--- src/rtl/noc_credit_valrdy_bridge.sv ---
// noc_credit_valrdy_bridge
//
// Bridges NUM_CH credit-based (valid/yummy) NoC channels to valid/ready
// endpoints. Each channel is independent and has two paths.
//
// Inbound path (NoC to endpoint)
//   - An IN_DEPTH-entry FIFO feeds the endpoint.
//   - One yummy is returned to the NoC for every flit the endpoint pops.
//
// Outbound path (endpoint to NoC)
//   - A credit counter starts at OUT_CREDITS.
//   - It throttles the endpoint and is replenished by NoC yummies.
//
// Ports (channel c uses bit c, or bits [c*DATA_W +: DATA_W] for data)
//   clk, reset                   : single clock; synchronous active-high reset
//   cr_data_in / cr_valid_in     : inbound flits from the NoC
//   cr_yummy_out                 : credit return to the NoC, one pulse per pop
//   vr_data_out / vr_valid_out   : FIFO head towards the endpoint
//   vr_ready_out                 : endpoint accepts the head flit
//   vr_data_in / vr_valid_in     : outbound flits from the endpoint
//   vr_ready_in                  : bridge holds at least one outbound credit
//   cr_data_out / cr_valid_out   : registered outbound flit, one-cycle pulse
//   cr_yummy_in                  : credit return from the NoC
//   err_ovf                      : sticky, a flit arrived while the FIFO was full
//   err_cred                     : sticky, a yummy arrived with credits already full
module noc_credit_valrdy_bridge #(
    parameter int DATA_W      = 64,
    parameter int NUM_CH      = 3,
    parameter int IN_DEPTH    = 4,
    parameter int OUT_CREDITS = 3
) (
    input  logic                     clk,
    input  logic                     reset,
    input  logic [NUM_CH*DATA_W-1:0] cr_data_in,
    input  logic [NUM_CH-1:0]        cr_valid_in,
    output logic [NUM_CH-1:0]        cr_yummy_out,
    output logic [NUM_CH*DATA_W-1:0] vr_data_out,
    output logic [NUM_CH-1:0]        vr_valid_out,
    input  logic [NUM_CH-1:0]        vr_ready_out,
    input  logic [NUM_CH*DATA_W-1:0] vr_data_in,
    input  logic [NUM_CH-1:0]        vr_valid_in,
    output logic [NUM_CH-1:0]        vr_ready_in,
    output logic [NUM_CH*DATA_W-1:0] cr_data_out,
    output logic [NUM_CH-1:0]        cr_valid_out,
    input  logic [NUM_CH-1:0]        cr_yummy_in,
    output logic [NUM_CH-1:0]        err_ovf,
    output logic [NUM_CH-1:0]        err_cred
);

    localparam int PTR_W  = $clog2(IN_DEPTH);
    localparam int CNT_W  = PTR_W + 1;
    localparam int CRED_W = $clog2(OUT_CREDITS + 1);

    localparam logic [CNT_W-1:0]  DEPTH_C  = CNT_W'(IN_DEPTH);
    localparam logic [CRED_W-1:0] CRED_MAX = CRED_W'(OUT_CREDITS);

    for (genvar c = 0; c < NUM_CH; c++) begin : g_ch

        logic [DATA_W-1:0] mem_q [IN_DEPTH];
        logic [PTR_W-1:0]  wr_ptr_q, wr_ptr_d;
        logic [PTR_W-1:0]  rd_ptr_q, rd_ptr_d;
        logic [CNT_W-1:0]  count_q, count_d;
        logic              ovf_q, ovf_d;
        logic              yummy_q;
        logic              empty, full, push, pop, wr_en;

        logic [CRED_W-1:0] cred_q, cred_d;
        logic              cred_err_q, cred_err_d;
        logic              valid_out_q;
        logic [DATA_W-1:0] data_out_q;
        logic              ready, send;

        // Inbound FIFO control.
        // A push into a full FIFO is still accepted when a pop frees the
        // head slot in the same cycle. The write then lands on the slot
        // being read out: both pointers coincide when full. Only a push
        // into a full FIFO with no pop is dropped and flagged.
        always_comb begin
            empty    = (count_q == '0);
            full     = (count_q == DEPTH_C);
            push     = cr_valid_in[c];
            pop      = ~empty & vr_ready_out[c];
            wr_en    = push & (~full | pop);
            wr_ptr_d = wr_ptr_q;
            rd_ptr_d = rd_ptr_q;
            count_d  = count_q;
            ovf_d    = ovf_q;
            if (wr_en) begin
                wr_ptr_d = wr_ptr_q + 1'b1;
            end
            if (pop) begin
                rd_ptr_d = rd_ptr_q + 1'b1;
            end
            if (wr_en && !pop) begin
                count_d = count_q + 1'b1;
            end else if (pop && !wr_en) begin
                count_d = count_q - 1'b1;
            end
            if (push && full && !pop) begin
                ovf_d = 1'b1;
            end
        end

        // Outbound credit accounting.
        // A send and a yummy in the same cycle cancel out. A yummy that
        // would push the count above its initial value is a protocol
        // error: the count holds and the error is flagged.
        always_comb begin
            ready      = (cred_q != '0) & ~reset;
            send       = vr_valid_in[c] & ready;
            cred_d     = cred_q;
            cred_err_d = cred_err_q;
            if (send && !cr_yummy_in[c]) begin
                cred_d = cred_q - 1'b1;
            end else if (!send && cr_yummy_in[c]) begin
                if (cred_q == CRED_MAX) begin
                    cred_err_d = 1'b1;
                end else begin
                    cred_d = cred_q + 1'b1;
                end
            end
        end

        // FIFO storage needs no reset: the output is masked to zero
        // while the FIFO is empty.
        always_ff @(posedge clk) begin
            if (wr_en) begin
                mem_q[wr_ptr_q] <= cr_data_in[c*DATA_W +: DATA_W];
            end
        end

        always_ff @(posedge clk) begin
            if (reset) begin
                wr_ptr_q    <= '0;
                rd_ptr_q    <= '0;
                count_q     <= '0;
                ovf_q       <= 1'b0;
                yummy_q     <= 1'b0;
                cred_q      <= CRED_MAX;
                cred_err_q  <= 1'b0;
                valid_out_q <= 1'b0;
                data_out_q  <= '0;
            end else begin
                wr_ptr_q    <= wr_ptr_d;
                rd_ptr_q    <= rd_ptr_d;
                count_q     <= count_d;
                ovf_q       <= ovf_d;
                yummy_q     <= pop;
                cred_q      <= cred_d;
                cred_err_q  <= cred_err_d;
                valid_out_q <= send;
                if (send) begin
                    data_out_q <= vr_data_in[c*DATA_W +: DATA_W];
                end
            end
        end

        assign vr_valid_out[c]                   = ~empty;
        assign vr_data_out[c*DATA_W +: DATA_W]   = empty ? '0 : mem_q[rd_ptr_q];
        assign cr_yummy_out[c]                   = yummy_q;
        assign vr_ready_in[c]                    = ready;
        assign cr_valid_out[c]                   = valid_out_q;
        assign cr_data_out[c*DATA_W +: DATA_W]   = data_out_q;
        assign err_ovf[c]                        = ovf_q;
        assign err_cred[c]                       = cred_err_q;
    end

endmodule

--- config.mk ---
export PLATFORM = sky130hd
export DESIGN_NAME = noc_credit_valrdy_bridge
export DESIGN_NICKNAME = d
export VERILOG_FILES = /design/src/rtl/noc_credit_valrdy_bridge.sv
export SDC_FILE = /design/constraint.sdc
export NUM_CORES = 1
export LEC_CHECK = 0
export ABC_AREA = 0
export ABC_CLOCK_PERIOD_IN_PS = 5400
export BUFFER_PORTS_ARGS = -buffer_cell sky130_fd_sc_hd__buf_2
export CORE_MARGIN = 4
export CORE_UTILIZATION = 40
export CTS_BUF_LIST = sky130_fd_sc_hd__clkbuf_8
export DETAILED_ROUTE_END_ITERATION = 10
export GPL_TIMING_DRIVEN = 0
export SLEW_MARGIN = 15
export SYNTH_ARGS = -nofsm -noshare
export SYNTH_HDL_FRONTEND = slang
export SYNTH_SLANG_ARGS = --single-unit
--- constraint.sdc ---
create_clock -name clk -period 5.4 [get_ports clk]
set_input_delay 1.08 -clock clk [delete_from_list [all_inputs] [get_ports clk]]
set_output_delay 1.08 -clock clk [all_outputs]
set_load 0.005 [all_outputs]
==> results of run 1 <==
layer usage:
| metal | vias up | GRT usage [%] | wire length [um] |
|---|---|---|---|
| met1 | 11075 | 24.3 | 40800 |
| met3 | 241 | 6.73 | 8740 |
| met2 | 821 | 34.2 | 53000 |
| met4 | 18 | 7.46 | 3240 |
| li1 | 9912 | - | - |
| met5 | - | 0 | 119 |
worst min path at each step:
stage          slack (ns)                    to          startpoint
2_1_floorplan        0.44         g_ch[0].ovf_q       g_ch[0].ovf_q
3_3_place_gp         0.46    g_ch[1].cred_err_q  g_ch[1].cred_err_q
3_5_place_dp         0.46         g_ch[1].ovf_q       g_ch[1].ovf_q
4_1_cts              0.35  g_ch[1].mem_q[1][49]     cr_data_in[113]
5_1_grt              0.37  g_ch[1].mem_q[2][55]     cr_data_in[119]
6_report             0.47  g_ch[1].mem_q[1][49]     cr_data_in[113]
metrics by stage:
step	setup slack, ns	power [uW]	utilization [%]	cells
2_1_floorplan	2.06	12600	-	2079
6_report	1.46	21300	50.0	4502
3_3_place_gp	0.212	15000	46.2	4153
3_5_place_dp	1.96	15200	46.5	4165
4_1_cts	1.21	21700	49.9	4478
5_1_grt	1.15	22400	50.0	4487
area by class of cell:
class                           count  area, um^2
Fill cell                        8222       48400
Sequential cell                  1005       27800
Multi-Input combinational cell    927       10400
Timing Repair Buffer              810        4320
Clock buffer                      195        2680
Tap cell                         1276        1600
Buffer                            129         830
Clock inverter                    118         609
Inverter                           18        67.6
Antenna cell                       24        60.1
cell usage after synthesis:
| cell type | count | share of area, % |
|---|---|---|
| nor3_1 | 3 | 0.038 |
| o21ai_0 | 6 | 0.077 |
| buf_4 | 19 | 0.36 |
| a31oi_1 | 3 | 0.048 |
| edfxtp_1 | 768 | 59 |
| mux2i_1 | 6 | 0.15 |
| and2b_1 | 20 | 0.38 |
| mux2_1 | 3 | 0.086 |
| dfxtp_1 | 237 | 12 |
| mux2_2 | 111 | 3.2 |
| nand2_2 | 3 | 0.048 |
| nand2b_1 | 12 | 0.19 |
| buf_1 | 2 | 0.019 |
| or3_1 | 6 | 0.096 |
| clkbuf_1 | 44 | 0.42 |
| nor2b_1 | 175 | 2.8 |
| buf_6 | 31 | 0.89 |
| nor2_1 | 33 | 0.32 |
| o31ai_1 | 3 | 0.058 |
| mux4_2 | 192 | 11 |
| inv_1 | 18 | 0.17 |
| ha_1 | 21 | 0.67 |
| o21ba_4 | 3 | 0.12 |
| a21o_1 | 3 | 0.058 |
| buf_2 | 33 | 0.42 |
| fa_1 | 3 | 0.15 |
| a21oi_1 | 12 | 0.15 |
| and2_1 | 204 | 3.3 |
| o311ai_0 | 3 | 0.067 |
| xor2_1 | 12 | 0.27 |
| nor4b_1 | 3 | 0.067 |
| nand3b_1 | 6 | 0.12 |
| mux2_4 | 81 | 3.1 |
worst register-to-register path, cell delays in order (launching register included):
cell     delay [ns]
dfxtp_1        0.46
nor4b_2        0.14
nor2b_1        0.27
buf_2          0.27
ha_1           0.22
inv_1          0.07
fa_1           0.37
xor2_1         0.18
or3_1          0.32
a21oi_1        0.16
state kept, by name (all words and copies together) (netlist names), named ones only:
signal and count:
g_ch.mem_q 768, g_ch.data_out_q 192, g_ch.count_q 9, g_ch.cred_q 6
g_ch.rd_ptr_q 6, g_ch.wr_ptr_q 6, g_ch.cred_err_q 3, g_ch.ovf_q 3
g_ch.valid_out_q 3, g_ch.yummy_q 3
kinds of logic after synthesis:
family,after synthesis,synth area share [%]
XOR/XNOR,12,0.269
multiplexers,393,17.6
flip-flops,1005,71.1
adder cells (fa/ha/maj),24,0.825
AND/OR/NAND/NOR,465,7.32
AO/OA/AOI/OAI,33,0.586
buffers and inverters,147,2.29
power by group:
group	internal [uW]	leakage, uW	switching, uW	total (uW)
combinational	2740	0.00811	2900	5640
sequential	9000	0.00901	211	9210
clock	3410	0.00189	3060	6480
==> results.yml, run 1 <==
setup_path:
  cp-start-kind: "flip-flop"
  critPathSlowestCell: "clkbuf_1"
  worst_r2r_endpoint: "g_ch[2].count_q[2]"
  crit_fanout: 10
  cpMostUsedCell: "clkbuf_1"
  path_depth: 5
  reg2regPathDepth: 9
  r2r_slack_ns: 2.87
  max_stage_delay_ns: 0.55
  cp_top_family: "buffers and inverters"
  path_cells: "or3_1, clkbuf_1, clkbuf_1, and2_1, buf_2"
  crit_path_end_kind: "output port"
  required_ns: 4.32
  cp-startpoint: "g_ch[1].count_q[0]"
  r2r-start: "g_ch[2].count_q[0]"
  critPathCapture: "vr_data_out[103]"
  cp.arrival_ns: 2.86
  critical_path_class: "reg -> out"
  path_buf_inv: 3
grt:
  grt_overflow: 0
  track_usage_pct: 20.3
  grt_pass1_vias: 23474
  grt_max_degree: 49
  grt_pass1_wl_um: 153000
  grt_antenna_before_repair: 51
yosys:
  syn_avg_cell_area_um2: 18.8
  syn-num-nets: 2501
  yosysWarningCount: 0
  syn_area_um2: 39100
  synth_cell_types: 33
  ys_ff_latch: 1005
  ys_seq_area_share_pct: 71.1
  syn_inst: 2079
power_and_ir_drop:
  power_density_nw_per_um2: 441
  max-vdd-ir-drop_mv: 0.279
  power_leakage_uw: 0.0190
timing:
  grt_setup_unrepaired: "no"
  hold_viol: 0
  fmax_ghz: 0.254
  relSlewSlack_pct: 45.0
  slew_violations: 0
  setup_viol: 0
  worstMarginPinSlew_ns: 0.825
  tns_ns: 0
  hold_ws_ns: 0.468
  finClkSkew_ns: 0.0488
  min_period_ns: 3.94
  period_share_pct: 73.0
placed_design:
  place_congestion: 1.01
  io_buffers: 798
  dp_hpwl_um: 76400
  place_area_um2: 45100
detailed_routing:
  drc: 0
  dr.first_iter.drc_count: 1333
  viasPerCell: 4.90
  vias: 22067
  drt_wl_total_um: 106000
  first_pass_iters: 5
  wl_per_cell_um: 23.5
  detail-route-antenna-nets: 0
finish:
  nets: 3482
  layout.cells.most_common: "buf_2"
  syn2layout_area_growth_pct: 23.8
  drive_above_1_share_pct: 47.9
  most-common-layout-cells: "831 x buf_2, 768 x edfxtp_1, 237 x dfxtp_1"
  design_area_um2: 48400
clock_network:
  cts_hold_buf: 0
  path_clk_slew_ns: 0.06
  post_cts_buffers: 0
  cts_max_path_buffers: 3
  clockRootBuffer: "clkbuf_8"
  clk_latency_ns: 0.83
  htree_levels: 4
  cts_buffers: 169
  clock_sinks: 1005
  tritoncts: "yes"
  cts-resized-gates: 0
hold_path:
  hold_depth: 1
  holdCritPathClass: "in -> reg"
flow_run:
  cap_violations: 0
die:
  start_util_pct: 40.4
  num_rows: 114
  fp.dieH_um: 321
  die_w_um: 321
  ios: 800
  placeableCoreArea_um2: 96900
  die_area_um2: 103000
status:
  status: "completed"
Power figures use the tool's default switching activity.
==> run 2, diff against run 1 <==
Settings changed: ABC_CLOCK_PERIOD_IN_PS 5400 to 3900.
Clock period 5.4 ns to 3.9 ns, I/O delays scaled along.
==> results.yml, run 2 (same netlist as run 1, synthesis figures left out) <==
clock_network:
  clk_latency_ns: 0.82
  cts_hold_buf: 0
  cts_max_path_buffers: 3
  cts-resized-gates: 0
  htree_levels: 4
  tritoncts: "yes"
  post_cts_buffers: 0
  clockRootBuffer: "clkbuf_8"
  cts_buffers: 169
  clock_sinks: 1005
  path_clk_slew_ns: 0.06
timing:
  worstMarginPinSlew_ns: 0.825
  period_share_pct: 92.1
  slew_violations: 0
  grt_setup_unrepaired: "no"
  finClkSkew_ns: 0.0420
  tns_ns: 0
  fmax_ghz: 0.279
  min_period_ns: 3.59
  hold_ws_ns: 0.171
  setup_viol: 0
  fin_ws_ns: 0.310
  relSlewSlack_pct: 45.0
  hold_viol: 0
placed_design:
  io_buffers: 798
  pre_cts_slack_ns: 0.764
  place_area_um2: 45100
  place_congestion: 1.01
  dp_hpwl_um: 76400
detailed_routing:
  first_pass_iters: 5
  detail-route-antenna-nets: 0
  wl_per_cell_um: 23.5
  drc: 0
  vias: 22038
  dr.first_iter.drc_count: 1304
  drt_wl_total_um: 106000
  viasPerCell: 4.89
die:
  start_util_pct: 40.4
  num_rows: 114
  ios: 800
  fp.dieH_um: 321
  die_area_um2: 103000
  placeableCoreArea_um2: 96900
  die_w_um: 321
setup_path:
  crit_fanout: 10
  crit_path_end_kind: "output port"
  required_ns: 3.12
  cp.arrival_ns: 2.81
  critical_path_class: "reg -> out"
  cp-start-kind: "flip-flop"
power_and_ir_drop:
  power_leakage_uw: 0.0190
  power.total_uw: 29500
  max-vdd-ir-drop_mv: 0.385
  power_density_nw_per_um2: 610
flow_run:
  cap_violations: 0
grt:
  track_usage_pct: 20.3
  grt_max_degree: 49
  grt_pass1_vias: 23474
  grt_pass1_wl_um: 153000
  grt_antenna_before_repair: 51
  grt_overflow: 0
finish:
  largest-register: "g_ch.mem_q"
  syn2layout_area_growth_pct: 23.8
  largest_register_ffs: 768
  design_area_um2: 48400
  most-common-layout-cells: "831 x buf_2, 768 x edfxtp_1, 237 x dfxtp_1"
  nets: 3481
  reg_top3: "g_ch.mem_q: 768 flops, g_ch.data_out_q: 192 flops, g_ch.count_q: 9 flops"
  drive_above_1_share_pct: 48.0
  layout.cells.most_common: "buf_2"
status:
  status: "completed"
hold_path:
  holdCritPathClass: "in -> reg"
==> run 2: final cells by class <==
| class | count | area [um^2] |
|---|---|---|
| fill | 8225 | 48400 |
| sequential | 1005 | 27800 |
| multi-input combinational | 927 | 10400 |
| timing repair buffer | 810 | 4320 |
| clock buffer | 195 | 2680 |
| tap | 1276 | 1600 |
| buffer | 128 | 827 |
| clock inverter | 118 | 609 |
| inverter | 18 | 67.6 |
| antenna | 26 | 65.1 |
==> run 2: metal layers <==
| layer | wire length [um] | GRT usage (%) |
|---|---|---|
| met1 | 40800 | 24.3 |
| met2 | 52800 | 34.2 |
| met3 | 8880 | 6.73 |
| met4 | 3330 | 7.46 |
| met5 | 119 | 0 |
==> run 2: final timing paths <==
| kind | start | endpoint | slack [ns] | depth (start not counted) |
|---|---|---|---|---|
| worst max register to register | g_ch[2].count_q[0] | g_ch[2].count_q[2] | 1.38 | 9 |
| worst min-delay path | cr_data_in[113] | g_ch[1].mem_q[1][49] | 0.17 | 1 |
| worst max-delay path | g_ch[0].count_q[0] | vr_data_out[40] | 0.31 | 5 |
| worst min register to register | g_ch[1].ovf_q | g_ch[1].ovf_q | 0.47 | 2 |
==> run 2: worst max-delay path, cell delays in order, from the launching register on <==
cell      delay (ns)
dfxtp_1         0.45
or3_1           0.18
clkbuf_1        0.59
clkbuf_1        0.43
and2_1          0.24
buf_2           0.13
==> run 2: stage by stage <==
step,std cells,utilization (%)
floorplan,2079,-
global placement,4153,46.2
detailed placement,4165,46.5
CTS,4478,49.9
global route,4486,50.0
finish,4503,50.0
==> run 2: power by group <==
| part | leakage (uW) | total [uW] | internal [uW] | switching [uW] |
|---|---|---|---|---|
| sequential | 0.00901 | 12800 | 12500 | 292 |
| clock | 0.00189 | 8960 | 4730 | 4230 |
| combinational | 0.00811 | 7800 | 3800 | 4010 |
| total | 0.0190 | 29500 | 21000 | 8530 |
==> run 3, diff against run 2 <==
==> constraint.sdc (replaced) <==
create_clock -name clk -period 3.9 [get_ports clk]
set_input_delay 0.975 -clock clk [delete_from_list [all_inputs] [get_ports clk]]
set_output_delay 0.975 -clock clk [all_outputs]
set_load 0.005 [all_outputs]
==> results.yml, run 3 (same netlist as run 1, synthesis figures left out) <==
status:
  status: "completed"
clock_network:
  clk_latency_ns: 0.83
  cts_buffers: 169
  cts-resized-gates: 1
  path_clk_slew_ns: 0.06
  clock_sinks: 1005
  clockRootBuffer: "clkbuf_8"
  post_cts_buffers: 0
  tritoncts: "yes"
  htree_levels: 4
  cts_hold_buf: 0
  cts_max_path_buffers: 3
grt:
  track_usage_pct: 20.2
  grt_antenna_before_repair: 51
  grt_pass1_vias: 23464
  grt_max_degree: 49
  grt_overflow: 0
  grt_pass1_wl_um: 153000
detailed_routing:
  m1WireLength_um: 40600
  dr_wl_met3_um: 8810
  drt_wl_total_um: 106000
  detail-route-antenna-nets: 0
  first_pass_iters: 5
  wl_per_cell_um: 23.5
  maxUsedRoutingLayer: "met5"
  vias: 21966
  dr.first_iter.drc_count: 1308
  wl_met2_um: 53000
  drc: 0
  viasPerCell: 4.88
timing:
  worstMarginPinSlew_ns: 0.829
  fmax_ghz: 0.272
  slew_violations: 0
  period_share_pct: 94.4
  hold_viol: 0
  relSlewSlack_pct: 44.7
  hold_ws_ns: 0.362
  finClkSkew_ns: 0.0475
  min_period_ns: 3.68
  setup_viol: 0
  fin_ws_ns: 0.218
  tns_ns: 0
setup_path:
  required_ns: 2.92
  reg2regPathDepth: 9
  cp.arrival_ns: 2.71
  cp-start-kind: "flip-flop"
  crit_path_end_kind: "output port"
  critical_path_class: "reg -> out"
  crit_fanout: 10
power_and_ir_drop:
  max-vdd-ir-drop_mv: 0.386
  power_leakage_uw: 0.0190
  power.total_uw: 29500
  power_density_nw_per_um2: 609
placed_design:
  pre_cts_slack_ns: 0.569
  dp_hpwl_um: 76400
  io_buffers: 798
  place_congestion: 1.01
  place_area_um2: 45100
finish:
  drive_above_1_share_pct: 48.0
  largest_register_ffs: 768
  fillerInstances: 8223
  syn2layout_area_growth_pct: 23.8
  design_area_um2: 48400
  largest-register: "g_ch.mem_q"
  most-common-layout-cells: "831 x buf_2, 768 x edfxtp_1, 237 x dfxtp_1"
  nets: 3479
  reg_top3: "g_ch.mem_q: 768 flops, g_ch.data_out_q: 192 flops, g_ch.count_q: 9 flops"
  layout.cells.most_common: "buf_2"
die:
  ios: 800
  fp.dieH_um: 321
  num_rows: 114
  die_area_um2: 103000
  die_w_um: 321
  placeableCoreArea_um2: 96900
  start_util_pct: 40.4
hold_path:
  holdCritPathClass: "in -> reg"
  hold_depth: 1
flow_run:
  cap_violations: 0
==> run 3: cell count changes in the layout (fill, tap and decap cells not counted) <==
cell / before / now
clkbuf_1: 42 / 40
diode_2: 26 / 22
==> run 3: worst paths after layout <==
path	startpoint	endpoint	slack (ns)
max reg2reg	g_ch[2].count_q[0]	g_ch[2].count_q[2]	1.37
max	flip-flop	vr_data_out[147]	0.22
min reg2reg	g_ch[1].ovf_q	g_ch[1].ovf_q	0.47
min	cr_data_in[113]	g_ch[1].mem_q[1][49]	0.36
==> run 3: per-stage QoR <==
| stage | util [%] | std cells |
|---|---|---|
| after CTS | 49.9 | 4475 |
| after global routing | 49.9 | 4484 |
| after global placement | 46.2 | 4153 |
| after floorplan | - | 2079 |
| after detailed placement | 46.5 | 4165 |
| final | 50.0 | 4497 |
==> run 3: cell type report <==
cell class                 count  area [um^2]  area share [%]
antenna                       22         55.1           0.114
buffer                       126          820            1.69
clock buffer                 195         2680            5.54
clock inverter               118          609            1.26
inverter                      18         67.6           0.140
multi-input combinational    927        10400            21.6
sequential                  1005        27800            57.4
tap                         1276         1600            3.30
timing repair buffer         810         4320            8.93
==> run 3: power breakdown <==
group / leakage (uW) / internal (uW) / total, uW / switching [uW]
logic: 0.00811 / 3790 / 7770 / 3980
registers: 0.00901 / 12500 / 12800 / 292
clock network: 0.00189 / 4730 / 8970 / 4240
==> run 3: metal layers <==
layer / up-vias / track usage (%)
li1: 9899 / -
met1: 11031 / 24.3
met2: 784 / 34.1
met3: 234 / 6.73
met4: 18 / 7.46
met5: - / 0
==> run 3: worst max-delay path, stage by stage (launching register included) <==
cell,delay (ns)
dfxtp_1,0.30
clkbuf_1,0.47
buf_2,0.40
mux4_2,0.39
and2_1,0.19
buf_2,0.13
